==> config.mk <==
export PLATFORM = sky130hd
export DESIGN_NAME = mem_responder_flat
export DESIGN_NICKNAME = d
export VERILOG_FILES = /design/src/rtl/mem_responder_if.sv /design/src/rtl/mem_responder.sv /design/src/flat_wrapper.sv
export SDC_FILE = /design/constraint.sdc
export NUM_CORES = 1
export LEC_CHECK = 0
export ABC_AREA = 0
export BUFFER_PORTS_ARGS = -buffer_cell sky130_fd_sc_hd__clkbuf_2
export CORE_ASPECT_RATIO = 0.9
export CORE_UTILIZATION = 55
export CTS_CLUSTER_DIAMETER = 80
export DETAILED_ROUTE_END_ITERATION = 7
export GPL_ROUTABILITY_DRIVEN = 0
export PLACE_DENSITY = 0.72
export SKIP_LAST_GASP = 1
export SYNTH_ARGS = -nofsm -noshare
export SYNTH_HDL_FRONTEND = slang
export SYNTH_SLANG_ARGS = --single-unit
==> constraint.sdc <==
create_clock -name clk -period 5.86 [get_ports clk]
set_clock_uncertainty 0.2 [all_clocks]
set_input_delay 0.586 -clock clk [delete_from_list [all_inputs] [get_ports clk]]
set_output_delay 0.586 -clock clk [all_outputs]
set_load 0.01 [all_outputs]
==> src/rtl/mem_responder_if.sv <==
// Controller-to-responder bus for mem_responder.
// Strobes are level-held; the responder reacts to their rising edges.
interface mem_responder_if #(
  parameter int ADDR_WIDTH = 5,
  parameter int DATA_WIDTH = 8
);
  logic [ADDR_WIDTH-1:0] addr;
  logic                  mem_rd;
  logic                  mem_wr;
  logic [DATA_WIDTH-1:0] data_in;
  logic [DATA_WIDTH-1:0] data_out;
  logic                  ready;
  logic                  busy;
  logic                  err;
  logic                  overrun;

  modport master (
    output addr, mem_rd, mem_wr, data_in,
    input  data_out, ready, busy, err, overrun
  );

  modport slave (
    input  addr, mem_rd, mem_wr, data_in,
    output data_out, ready, busy, err, overrun
  );
endinterface

==> src/rtl/mem_responder.sv <==
// Edge-triggered single-port memory responder with
// programmable wait states and sticky error flags.
module mem_responder #(
  parameter int ADDR_WIDTH  = 5,
  parameter int DATA_WIDTH = 8,
  parameter int WAIT_STATES = 1
) (
  input logic            clk,
  input logic            rst,
  mem_responder_if.slave bus
);
  localparam int DEPTH = 2 ** ADDR_WIDTH;
  localparam logic [2:0] CNT_INIT =
    (WAIT_STATES > 0) ? 3'(WAIT_STATES - 1) : 3'd0;

  typedef enum logic [1:0] {
    S_IDLE,
    S_WAIT,
    S_RESP
  } state_t;

  state_t                state_q, state_d;
  logic [2:0]            cnt_q, cnt_d;
  logic [ADDR_WIDTH-1:0] addr_q, addr_d;
  logic [DATA_WIDTH-1:0] data_q, data_d;
  logic                  wr_op_q, wr_op_d;
  logic                  rd_prev_q, rd_prev_d;
  logic                  wr_prev_q, wr_prev_d;
  logic [DATA_WIDTH-1:0] dout_q, dout_d;
  logic                  ready_q, ready_d;
  logic                  busy_q, busy_d;
  logic                  err_q, err_d;
  logic                  ovr_q, ovr_d;

  logic [DATA_WIDTH-1:0] mem_q [DEPTH];

  logic                  rd_rise, wr_rise;
  logic                  finish;
  logic [ADDR_WIDTH-1:0] acc_addr;
  logic [DATA_WIDTH-1:0] acc_data;
  logic                  acc_wr;
  logic                  mem_we;

  assign rd_rise = bus.mem_rd & ~rd_prev_q;
  assign wr_rise = bus.mem_wr & ~wr_prev_q;

  // With zero wait states the access completes straight
  // from IDLE, so it must use the live bus values.
  assign acc_addr = (state_q == S_IDLE) ? bus.addr : addr_q;
  assign acc_data = (state_q == S_IDLE) ? bus.data_in : data_q;
  assign acc_wr   = (state_q == S_IDLE) ? wr_rise : wr_op_q;

  always_comb begin
    state_d   = state_q;
    cnt_d     = cnt_q;
    addr_d    = addr_q;
    data_d    = data_q;
    wr_op_d   = wr_op_q;
    rd_prev_d = bus.mem_rd;
    wr_prev_d = bus.mem_wr;
    dout_d    = dout_q;
    ready_d   = 1'b0;
    busy_d    = busy_q;
    err_d     = err_q;
    ovr_d     = ovr_q;
    finish    = 1'b0;
    unique case (state_q)
      S_IDLE: begin
        if (rd_rise && wr_rise) begin
          err_d = 1'b1;
        end else if (rd_rise || wr_rise) begin
          addr_d  = bus.addr;
          data_d  = bus.data_in;
          wr_op_d = wr_rise;
          busy_d  = 1'b1;
          if (WAIT_STATES > 0) begin
            state_d = S_WAIT;
            cnt_d   = CNT_INIT;
          end else begin
            finish = 1'b1;
          end
        end
      end
      S_WAIT: begin
        if (rd_rise || wr_rise) ovr_d = 1'b1;
        if (cnt_q == 3'd0) finish = 1'b1;
        else cnt_d = cnt_q - 3'd1;
      end
      S_RESP: begin
        if (rd_rise || wr_rise) ovr_d = 1'b1;
        state_d = S_IDLE;
        busy_d  = 1'b0;
      end
      default: begin
        state_d = S_IDLE;
        busy_d  = 1'b0;
      end
    endcase
    if (finish) begin
      state_d = S_RESP;
      ready_d = 1'b1;
      if (!acc_wr) dout_d = mem_q[acc_addr];
    end
  end

  assign mem_we = finish & acc_wr & ~rst;

  always_ff @(posedge clk) begin
    if (mem_we) mem_q[acc_addr] <= acc_data;
  end

  always_ff @(posedge clk) begin
    if (rst) begin
      state_q   <= S_IDLE;
      cnt_q     <= 3'd0;
      addr_q    <= '0;
      data_q    <= '0;
      wr_op_q   <= 1'b0;
      rd_prev_q <= 1'b0;
      wr_prev_q <= 1'b0;
      dout_q    <= '0;
      ready_q   <= 1'b0;
      busy_q    <= 1'b0;
      err_q     <= 1'b0;
      ovr_q     <= 1'b0;
    end else begin
      state_q   <= state_d;
      cnt_q     <= cnt_d;
      addr_q    <= addr_d;
      data_q    <= data_d;
      wr_op_q   <= wr_op_d;
      rd_prev_q <= rd_prev_d;
      wr_prev_q <= wr_prev_d;
      dout_q    <= dout_d;
      ready_q   <= ready_d;
      busy_q    <= busy_d;
      err_q     <= err_d;
      ovr_q     <= ovr_d;
    end
  end

  assign bus.data_out = dout_q;
  assign bus.ready    = ready_q;
  assign bus.busy     = busy_q;
  assign bus.err      = err_q;
  assign bus.overrun  = ovr_q;
endmodule
==> src/flat_wrapper.sv <==
// flat-port wrapper written by rule: the top's interface ports become plain ports
module mem_responder_flat 
#(
  parameter int ADDR_WIDTH  = 5,
  parameter int DATA_WIDTH = 8,
  parameter int WAIT_STATES = 1
)
  (clk, rst, bus_addr, bus_mem_rd, bus_mem_wr, bus_data_in, bus_data_out, bus_ready, bus_busy, bus_err, bus_overrun);
  mem_responder_if #(.ADDR_WIDTH(ADDR_WIDTH), .DATA_WIDTH(DATA_WIDTH)) bus_i ();
  input logic clk;
  input logic rst;
  input wire logic [$bits(bus_i.addr)-1:0] bus_addr;
  input wire logic [$bits(bus_i.mem_rd)-1:0] bus_mem_rd;
  input wire logic [$bits(bus_i.mem_wr)-1:0] bus_mem_wr;
  input wire logic [$bits(bus_i.data_in)-1:0] bus_data_in;
  output wire logic [$bits(bus_i.data_out)-1:0] bus_data_out;
  output wire logic [$bits(bus_i.ready)-1:0] bus_ready;
  output wire logic [$bits(bus_i.busy)-1:0] bus_busy;
  output wire logic [$bits(bus_i.err)-1:0] bus_err;
  output wire logic [$bits(bus_i.overrun)-1:0] bus_overrun;
  assign bus_i.addr = bus_addr;
  assign bus_i.mem_rd = bus_mem_rd;
  assign bus_i.mem_wr = bus_mem_wr;
  assign bus_i.data_in = bus_data_in;
  assign bus_data_out = bus_i.data_out;
  assign bus_ready = bus_i.ready;
  assign bus_busy = bus_i.busy;
  assign bus_err = bus_i.err;
  assign bus_overrun = bus_i.overrun;
  mem_responder #(.ADDR_WIDTH(ADDR_WIDTH), .DATA_WIDTH(DATA_WIDTH), .WAIT_STATES(WAIT_STATES)) u_core (.clk(clk), .rst(rst), .bus(bus_i));
endmodule
==> results.json, run 1 <==
{
  "status": "completed",
  "grt_pass1_vias": 7278,
  "drive_above_1_share": 0.135,
  "min_period_ns": 3.88,
  "hold_start": "bus_mem_wr",
  "critical_path_class": "register to register",
  "synth.distinct_cells": 60,
  "clk_path_buf_depth": 3,
  "slew_headroom": 0.0527,
  "via_per_inst": 6.73,
  "cp_top_family": "compound AO/OA/AOI/OAI gates",
  "max_freq_ghz": 0.258,
  "required_ns": 6.07,
  "cts_hold_buffers": 0,
  "slowest_stage": "a21oi_1",
  "hold-worst-slack_ns": 0.0573,
  "cp_slowest_stage_delay_ns": 1.11,
  "regToRegSetupSlack_ns": 1.98,
  "slew_viol_final": 0,
  "worstReg2RegEnd": "u_core.bus.data_out[3]",
  "synthSimpleGateAreaFrac": 0.0586,
  "grt.total_usage": 0.287,
  "initial_core_util": 0.566,
  "netlist_area_um2": 11900,
  "mostFrequentLayoutCell": "edfxtp_1",
  "drt_wl_total_mm": 30.7,
  "worstHoldPathType": "primary input to register",
  "core_um2": 21000,
  "p_seq_frac": 0.458,
  "antenna_found_initial": 1,
  "synth_compound_area_frac": 0.148,
  "synth_edf_count": 256,
  "ys_warn_count": 0,
  "multi_input_area_um2": 3220,
  "fin_ws_ns": 1.98,
  "synthMuxAreaShare": 0.0541,
  "drtIter0Drc": 1097,
  "maxCapViolations": 0,
  "p_comb_frac": 0.243,
  "fillers": 1536,
  "clk_pin_slew_worst_paths_ns": 0.06,
  "grt_max_degree": 47,
  "synth_nets": 844,
  "hold_end": "u_core.wr_prev_q",
  "reg2regPathDepth": 7,
  "synth_xor_area_frac": 0.00148,
  "post_cts_resized": 0,
  "vdd_ir_drop_max_v": 0.000263,
  "numCtsBuffers": 28,
  "synthCells": 821,
  "clkLatencyLatePin_ns": 0.56,
  "die_h_um": 141,
  "switching_share": 0.318,
  "port_buffers": 28,
  "worstPathCellList": "inv_1 > ha_2 > nor4b_2 > a21oi_1 > o31ai_1 > a2111oi_0 > a31oi_1",
  "dp_hpwl_mm": 18.8,
  "h-tree-depth": 1,
  "syn_area_per_cell_um2": 14.4,
  "power_frac_clock": 0.299,
  "path_buf_inv": 1,
  "hold_depth": 2,
  "fp-row-count": 50,
  "power.total_mw": 5.56,
  "arrival_ns": 4.09,
  "place_area_um2": 12200,
  "ys_seq_area_frac": 0.704,
  "clockRootBuffer": "clkbuf_16",
  "finish.instance_area_um2": 13100,
  "synth-async-reset-ratio": 0,
  "nNetsFinal": 860,
  "instances_no_fill": 1146,
  "dp_cells": 1093,
  "ys_top_cells_by_area": "edfxtp_1 (65%), dfxtp_1 (5.6%), o21ai_0 (4.7%), o21a_1 (2.9%), mux4_2 (2.3%)",
  "leakagePower_nw": 4.12,
  "p_int_mw": 3.79,
  "r2r-start": "u_core.state_q[1]",
  "synth_top_family_by_area": "compound AO/OA/AOI/OAI gates",
  "detail-route-antenna-nets": 0,
  "rsz0062_at_grt": "no",
  "fin_crit_sh": 0.662,
  "setup-violations-final": 0,
  "p_per_area_nw_per_um2": 426,
  "num_io_pins": 29,
  "vias": 7710,
  "seq_area_um2": 8350,
  "grt_first_pass_wirelength_mm": 46.3,
  "grt_overflow": 0,
  "drc": 0,
  "worstMarginPinSlew_ns": 1.42,
  "endpoint_kind": "register",
  "fin_tns_setup_ns": 0,
  "cts_num_sinks": 289,
  "die_area_um2": 22100,
  "synth_seq_cells": 289,
  "synth.top_cell.area_share": 0.648,
  "die_x_um": 157,
  "synthFlopType": "edfxtp_1",
  "mostFrequentLayoutCells": "edfxtp_1 (256), o21ai_0 (111), o21a_1 (46)",
  "final_core_util": 0.623,
  "cts_setup_buffers": 0,
  "pre_cts_ws_ns": 2.08,
  "wl_per_cell_um": 26.8,
  "hold_viol_final": 0,
  "dr.pass1.iters": 5,
  "cp-start-kind": "register",
  "switchingPower_mw": 1.76,
  "syn_to_final_growth_pct": 10.1,
  "synthAdderAreaFrac": 0.00633,
  "yosysTopAreaCell": "edfxtp_1",
  "cts_tree": "built",
  "critPathMaxFanout": 46
}
==> power groups by stage <==
stage                     combinational, mW  clock, mW  sequential (mW)
after floorplan                       0.869          0             2.57
after global placement                 1.29          0             2.58
after detailed placement               1.33          0             2.59
after CTS                              1.32       1.67             2.54
after global routing                   1.44       1.75             2.55
final                                  1.35       1.66             2.54
==> synth_stat cells (8+ instances only) <==
library cell,n
mux2i_1,23
nor3_1,9
edfxtp_1,256
buf_6,8
mux4_2,12
nand2_1,44
clkbuf_1,38
buf_2,8
a21oi_1,29
a2111oi_0,14
nor2_1,44
a31oi_1,8
o21ai_0,111
o21a_1,46
inv_1,11
dfxtp_1,33
a41oi_1,16
mux2_2,10
==> routing by layer <==
layer  global-route usage  part of all wire  up-vias
met5                    0                 0        -
met4                0.100             0.037        0
met3               0.0666              0.13       72
met2                0.410              0.43      597
met1                0.432              0.40     3790
li1                     -                 -     3251
==> logic make-up (layout without fill, tap and decap cells) <==
logic type,Yosys count,count (layout)
buf+inv,67,105
fa+ha+maj,6,6
simple gates,141,141
mux,47,47
other cells,0,1
xor+xnor,2,2
compound gates,269,269
flops,289,289
==> how the worst max path moves through the flow <==
stage,start,slack [ns],cells past startpoint,to
floorplan,u_core.state_q[0],3.02,10,u_core.mem_q[13][0]
global placement,u_core.state_q[1],2.21,7,u_core.mem_q[7][3]
detailed placement,u_core.state_q[1],2.08,7,u_core.bus.data_out[3]
CTS,u_core.state_q[1],2.01,7,u_core.bus.data_out[3]
global route,u_core.state_q[1],1.71,7,u_core.bus.data_out[3]
finish,u_core.state_q[1],1.98,7,u_core.bus.data_out[3]
==> cell type report <==
cell class / instances / share of cell area
Sequential cell: 289 / 0.640
Multi-Input combinational cell: 465 / 0.246
Clock buffer: 36 / 0.0567
Tap cell: 286 / 0.0274
Timing Repair Buffer: 42 / 0.0188
Clock inverter: 16 / 0.00776
Inverter: 11 / 0.00316
Antenna cell: 1 / 0.000192
==> registers in the layout (all words and copies together) (netlist names) <==
register             flops
u_core.addr_q            5
u_core.wr_op_q           1
u_core.bus.err           1
u_core.bus.overrun       1
u_core.data_q            8
u_core.rd_prev_q         1
u_core.bus.ready         1
u_core.mem_q           256
u_core.state_q           2
u_core.bus.data_out      8
u_core.bus.busy          1
u_core.cnt_q             3
u_core.wr_prev_q         1
No activity file was read; power rests on OpenSTA's default activity.
==> run 2: changes to the inputs <==
- clock period: 5.86 -> 3.9 ns (I/O delays scaled with it)
==> run 2 against run 1 <==
Net effect: die area did not move; global-route usage rose by 0.60 points; register-to-register slack got worse by 1.7 ns; sequential share of layout area fell by 2.3 points; power rose by 57%; combinational power rose by 56%.
==> results.json, run 2 (synthesis gave the netlist of run 1 again) <==
{
  "slew_viol_final": 0,
  "slowest_stage": "a21oi_1",
  "dp_cells": 1129,
  "grt_max_degree": 41,
  "grt.total_usage": 0.293,
  "port_buffers": 28,
  "mostFrequentLayoutCells": "edfxtp_1 (256), o21ai_0 (111), buf_4 (49)",
  "initial_core_util": 0.566,
  "endpoint_kind": "register",
  "status": "completed",
  "fin_tns_setup_ns": 0,
  "n_antenna_cell": 0,
  "clk_pin_slew_worst_paths_ns": 0.07,
  "cp-start-kind": "register",
  "clkLatencyLatePin_ns": 0.54,
  "grt_first_pass_wirelength_mm": 47.0,
  "die_x_um": 157,
  "hold_viol_final": 0,
  "cts_tree": "built",
  "dp_hpwl_mm": 19.7,
  "setup-violations-final": 0,
  "min_period_ns": 3.60,
  "final_core_util": 0.646,
  "post_cts_resized": 0,
  "antenna_found_initial": 0,
  "nNetsFinal": 907,
  "drc": 0,
  "h-tree-depth": 1,
  "slew_headroom": 0.0933,
  "cts_num_sinks": 289,
  "instances_no_fill": 1191,
  "r2r-start": "u_core.state_q[1]",
  "detail-route-antenna-nets": 0,
  "clockRootBuffer": "clkbuf_16",
  "numCtsBuffers": 27,
  "regToRegSetupSlack_ns": 0.30,
  "leakagePower_nw": 4.41,
  "rsz0062_at_grt": "no",
  "hold-worst-slack_ns": 0.0249,
  "worstMarginPinSlew_ns": 1.36,
  "reg2regPathDepth": 8,
  "max_freq_ghz": 0.278,
  "fin_ws_ns": 0.305,
  "grt_pass1_vias": 7614,
  "pre_cts_ws_ns": 0.413,
  "vias": 7838,
  "cp_slowest_stage_delay_ns": 1.04,
  "drtIter0Drc": 938,
  "num_io_pins": 29,
  "hold_start": "bus_addr[4]",
  "fin_crit_sh": 0.922,
  "required_ns": 4.10,
  "fp-row-count": 50,
  "critical_path_class": "register to register",
  "arrival_ns": 3.79,
  "via_per_inst": 6.58,
  "regMostFlops": "u_core.mem_q",
  "mostFrequentLayoutCell": "edfxtp_1",
  "p_per_area_nw_per_um2": 644,
  "core_um2": 21000,
  "maxCapViolations": 0,
  "largest_reg_flops": 256,
  "worstPathCellList": "inv_1 > ha_2 > buf_4 > nor4b_2 > a21oi_1 > o31ai_1 > a2111oi_0 > a31oi_1",
  "vdd_ir_drop_max_v": 0.000490,
  "grt_overflow": 0,
  "hold_depth": 3,
  "clk_path_buf_depth": 3,
  "worstReg2RegEnd": "u_core.bus.data_out[5]",
  "drt_wl_total_mm": 31.7,
  "dr.pass1.iters": 5,
  "die_h_um": 141,
  "syn_to_final_growth_pct": 14.3,
  "worstHoldPathType": "primary input to register",
  "hold_end": "u_core.addr_q[4]",
  "die_area_um2": 22100,
  "critPathMaxFanout": 27,
  "drive_above_1_share": 0.170,
  "wl_per_cell_um": 26.6
}
run 2: worst max path at each step:
stage	start	to	slack, ns	cells past startpoint
global route	u_core.state_q[0]	u_core.bus.data_out[5]	0.08	8
CTS	u_core.state_q[1]	u_core.mem_q[17][0]	0.39	6
global placement	u_core.state_q[1]	u_core.mem_q[17][0]	0.51	6
finish	u_core.state_q[1]	u_core.bus.data_out[5]	0.30	8
detailed placement	u_core.state_q[1]	u_core.mem_q[17][6]	0.41	6
floorplan	u_core.state_q[0]	u_core.mem_q[13][0]	1.06	10
run 2: metrics by stage:
step                      total power, mW  area, um^2
after floorplan                      5.17       11900
after global placement               5.87       12500
after detailed placement             5.94       12500
after CTS                            8.69       13500
after global routing                 9.00       13500
final                                8.72       13500
run 2: worst max-delay path, delay by kind of cell, from the launching register on:
family	cells	cell delay [ns]
buf+inv	2	0.41
compound gates	4	1.89
simple gates	1	0.09
flops	1	0.31
fa+ha+maj	1	0.55
run 2: what timing repair did:
| action | in CTS | in global routing |
|---|---|---|
| setup buffers | 0 | 0 |
| endpoints found under the hold margin | 12 | 0 |
| hold buffers | 12 | 0 |
run 2: where the power goes:
part	total (mW)	internal, mW	switching [mW]
logic	2.11	0.680	1.43
registers	3.83	3.75	0.0885
clock network	2.77	1.67	1.10
run 2: final cells by class:
type / instances / area (um^2)
Clock buffer: 32 / 694
Sequential cell: 289 / 8350
Tap cell: 286 / 358
Inverter: 11 / 41.3
Fill cell: 1465 / 7410
Clock inverter: 18 / 241
Multi-Input combinational cell: 465 / 3220
Timing Repair Buffer: 90 / 648
run 2: layer usage:
| layer | GRT usage | up-vias | share of wire | routed length (um) |
|---|---|---|---|---|
| li1 | - | 3349 | - | - |
| met1 | 0.426 | 3870 | 0.40 | 12800 |
| met2 | 0.427 | 524 | 0.44 | 14000 |
| met3 | 0.0721 | 95 | 0.12 | 3650 |
| met4 | 0.111 | 0 | 0.037 | 1190 |
| met5 | 0 | - | 0 | 0 |
==> run 3: changes to the inputs <==
- MAX_ROUTING_LAYER: default -> met4
==> run 3 against run 2 <==
Net effect: hold slack worse by 0.0035 ns; critical path depth stayed put; worst setup slack better by 0.0086 ns; sequential power hardly changed; largest cell class unchanged.
==> results.json, run 3 (synthesis gave the netlist of run 1 again) <==
{
  "status": "completed",
  "syn_to_final_growth_pct": 14.3,
  "slowest_stage": "a21oi_1",
  "num_io_pins": 29,
  "cp.depth": 8,
  "detail-route-antenna-nets": 0,
  "regMostFlops": "u_core.mem_q",
  "arrival_ns": 3.78,
  "hold_start": "bus_addr[4]",
  "regToRegSetupSlack_ns": 0.31,
  "cp-start-kind": "register",
  "worstReg2RegEnd": "u_core.bus.data_out[5]",
  "slew_headroom": 0.128,
  "grt_max_degree": 41,
  "cts_tree": "built",
  "maxCapViolations": 0,
  "switching_share": 0.301,
  "hold_end": "u_core.addr_q[4]",
  "clkLatencyLatePin_ns": 0.54,
  "p_seq_frac": 0.440,
  "h-tree-depth": 1,
  "worstMarginPinSlew_ns": 1.31,
  "leakagePower_nw": 4.41,
  "mostFrequentLayoutCells": "edfxtp_1 (256), o21ai_0 (111), buf_4 (49)",
  "die_area_um2": 22100,
  "min_period_ns": 3.59,
  "antenna_found_initial": 0,
  "required_ns": 4.09,
  "via_per_inst": 6.67,
  "cts_hold_buffers": 12,
  "setup-violations-final": 0,
  "cts_setup_buffers": 0,
  "die_x_um": 157,
  "hold_viol_final": 0,
  "grt.total_usage": 0.302,
  "largest_reg_flops": 256,
  "mostFrequentLayoutCell": "edfxtp_1",
  "clk_pin_slew_worst_paths_ns": 0.07,
  "worstPathCellList": "inv_1 > ha_2 > buf_4 > nor4b_2 > a21oi_1 > o31ai_1 > a2111oi_0 > a31oi_1",
  "fin_tns_setup_ns": 0,
  "slew_viol_final": 0,
  "dp_hpwl_mm": 19.7,
  "die_h_um": 141,
  "n_antenna_cell": 0,
  "fillers": 1465,
  "cts_num_sinks": 289,
  "fin_crit_sh": 0.920,
  "critPathMaxFanout": 27,
  "clockRootBuffer": "clkbuf_16",
  "nNetsFinal": 907,
  "drt_wl_total_mm": 31.5,
  "switchingPower_mw": 2.62,
  "reg2regPathDepth": 8,
  "rsz0062_at_grt": "no",
  "initial_core_util": 0.566,
  "clk_path_buf_depth": 3,
  "path_buf_inv": 2,
  "critical_path_class": "register to register",
  "grt_pass1_vias": 7596,
  "p_per_area_nw_per_um2": 643,
  "drtIter0Drc": 955,
  "final_core_util": 0.646,
  "p_int_mw": 6.09,
  "seq_area_um2": 8350,
  "cp_slowest_stage_delay_ns": 1.01,
  "fp-row-count": 50,
  "vias": 7939,
  "grt_overflow": 0,
  "drive_above_1_share": 0.170,
  "hold_depth": 3,
  "power_frac_clock": 0.319,
  "drc": 0,
  "cp_top_family": "compound AO/OA/AOI/OAI gates",
  "dr.pass1.iters": 6,
  "p_comb_frac": 0.241,
  "r2r-start": "u_core.state_q[1]",
  "core_um2": 21000,
  "grt_first_pass_wirelength_mm": 47.1,
  "post_cts_resized": 0,
  "port_buffers": 28,
  "multi_input_area_um2": 3220,
  "numCtsBuffers": 27,
  "worstHoldPathType": "primary input to register",
  "vdd_ir_drop_max_v": 0.000493,
  "max_freq_ghz": 0.279,
  "endpoint_kind": "register",
  "wl_per_cell_um": 26.5
}
## run 3: cell counts in the layout (fill, tap and decap cells not counted)
No cell type changed its count.
## run 3: worst min-delay path: cells and delay by family
kind	cells	cell delay, ns
AOI/OAI and AO/OA	1	0.06
buffers and inverters	1	0.16
and+or+nand+nor	1	0.09
## run 3: power by group through the flow
stage / registers, mW / logic (mW) / clock network (mW)
after floorplan: 3.87 / 1.31 / 0
after global placement: 3.89 / 1.98 / 0
after detailed placement: 3.89 / 2.05 / 0
after CTS: 3.83 / 2.07 / 2.80
after global routing: 3.84 / 2.23 / 2.92
final: 3.84 / 2.10 / 2.78
## run 3: layout make-up
cell class	instances	area share
Sequential cell	289	0.616
Multi-Input combinational cell	465	0.237
Clock buffer	32	0.0513
Timing Repair Buffer	90	0.0478
Tap cell	286	0.0264
Clock inverter	18	0.0178
Inverter	11	0.00305
## run 3: how the worst max path moves through the flow
stage / from / end / slack (ns)
2_1_floorplan: u_core.state_q[0] / u_core.mem_q[13][0] / 1.06
3_3_place_gp: u_core.state_q[1] / u_core.mem_q[17][0] / 0.51
3_5_place_dp: u_core.state_q[1] / u_core.mem_q[17][6] / 0.41
4_1_cts: u_core.state_q[1] / u_core.mem_q[17][0] / 0.39
5_1_grt: u_core.state_q[0] / u_core.bus.data_out[5] / 0.05
6_report: u_core.state_q[1] / u_core.bus.data_out[5] / 0.31
## run 3: through the flow
| stage | instances | area (um^2) | hold slack, ns | setup slack (ns) | total power [mW] |
|---|---|---|---|---|---|
| final | 1191 | 13500 | 0.0214 | 0.313 | 8.72 |
| after global placement | 1129 | 12500 | 0.239 | 0.515 | 5.87 |
| after floorplan | 821 | 11900 | 0.232 | 1.06 | 5.17 |
| after CTS | 1191 | 13500 | 0.00278 | 0.394 | 8.69 |
| after global routing | 1191 | 13500 | 0.0227 | 0.0492 | 8.99 |
| after detailed placement | 1129 | 12500 | 0.249 | 0.413 | 5.94 |
## run 3: per-layer routing
metal	track usage	share of wire	vias up
met1	0.427	0.41	3928
met5	-	0	-
met2	0.430	0.44	562
met3	0.0715	0.12	99
met4	0.104	0.036	0
li1	-	-	3350
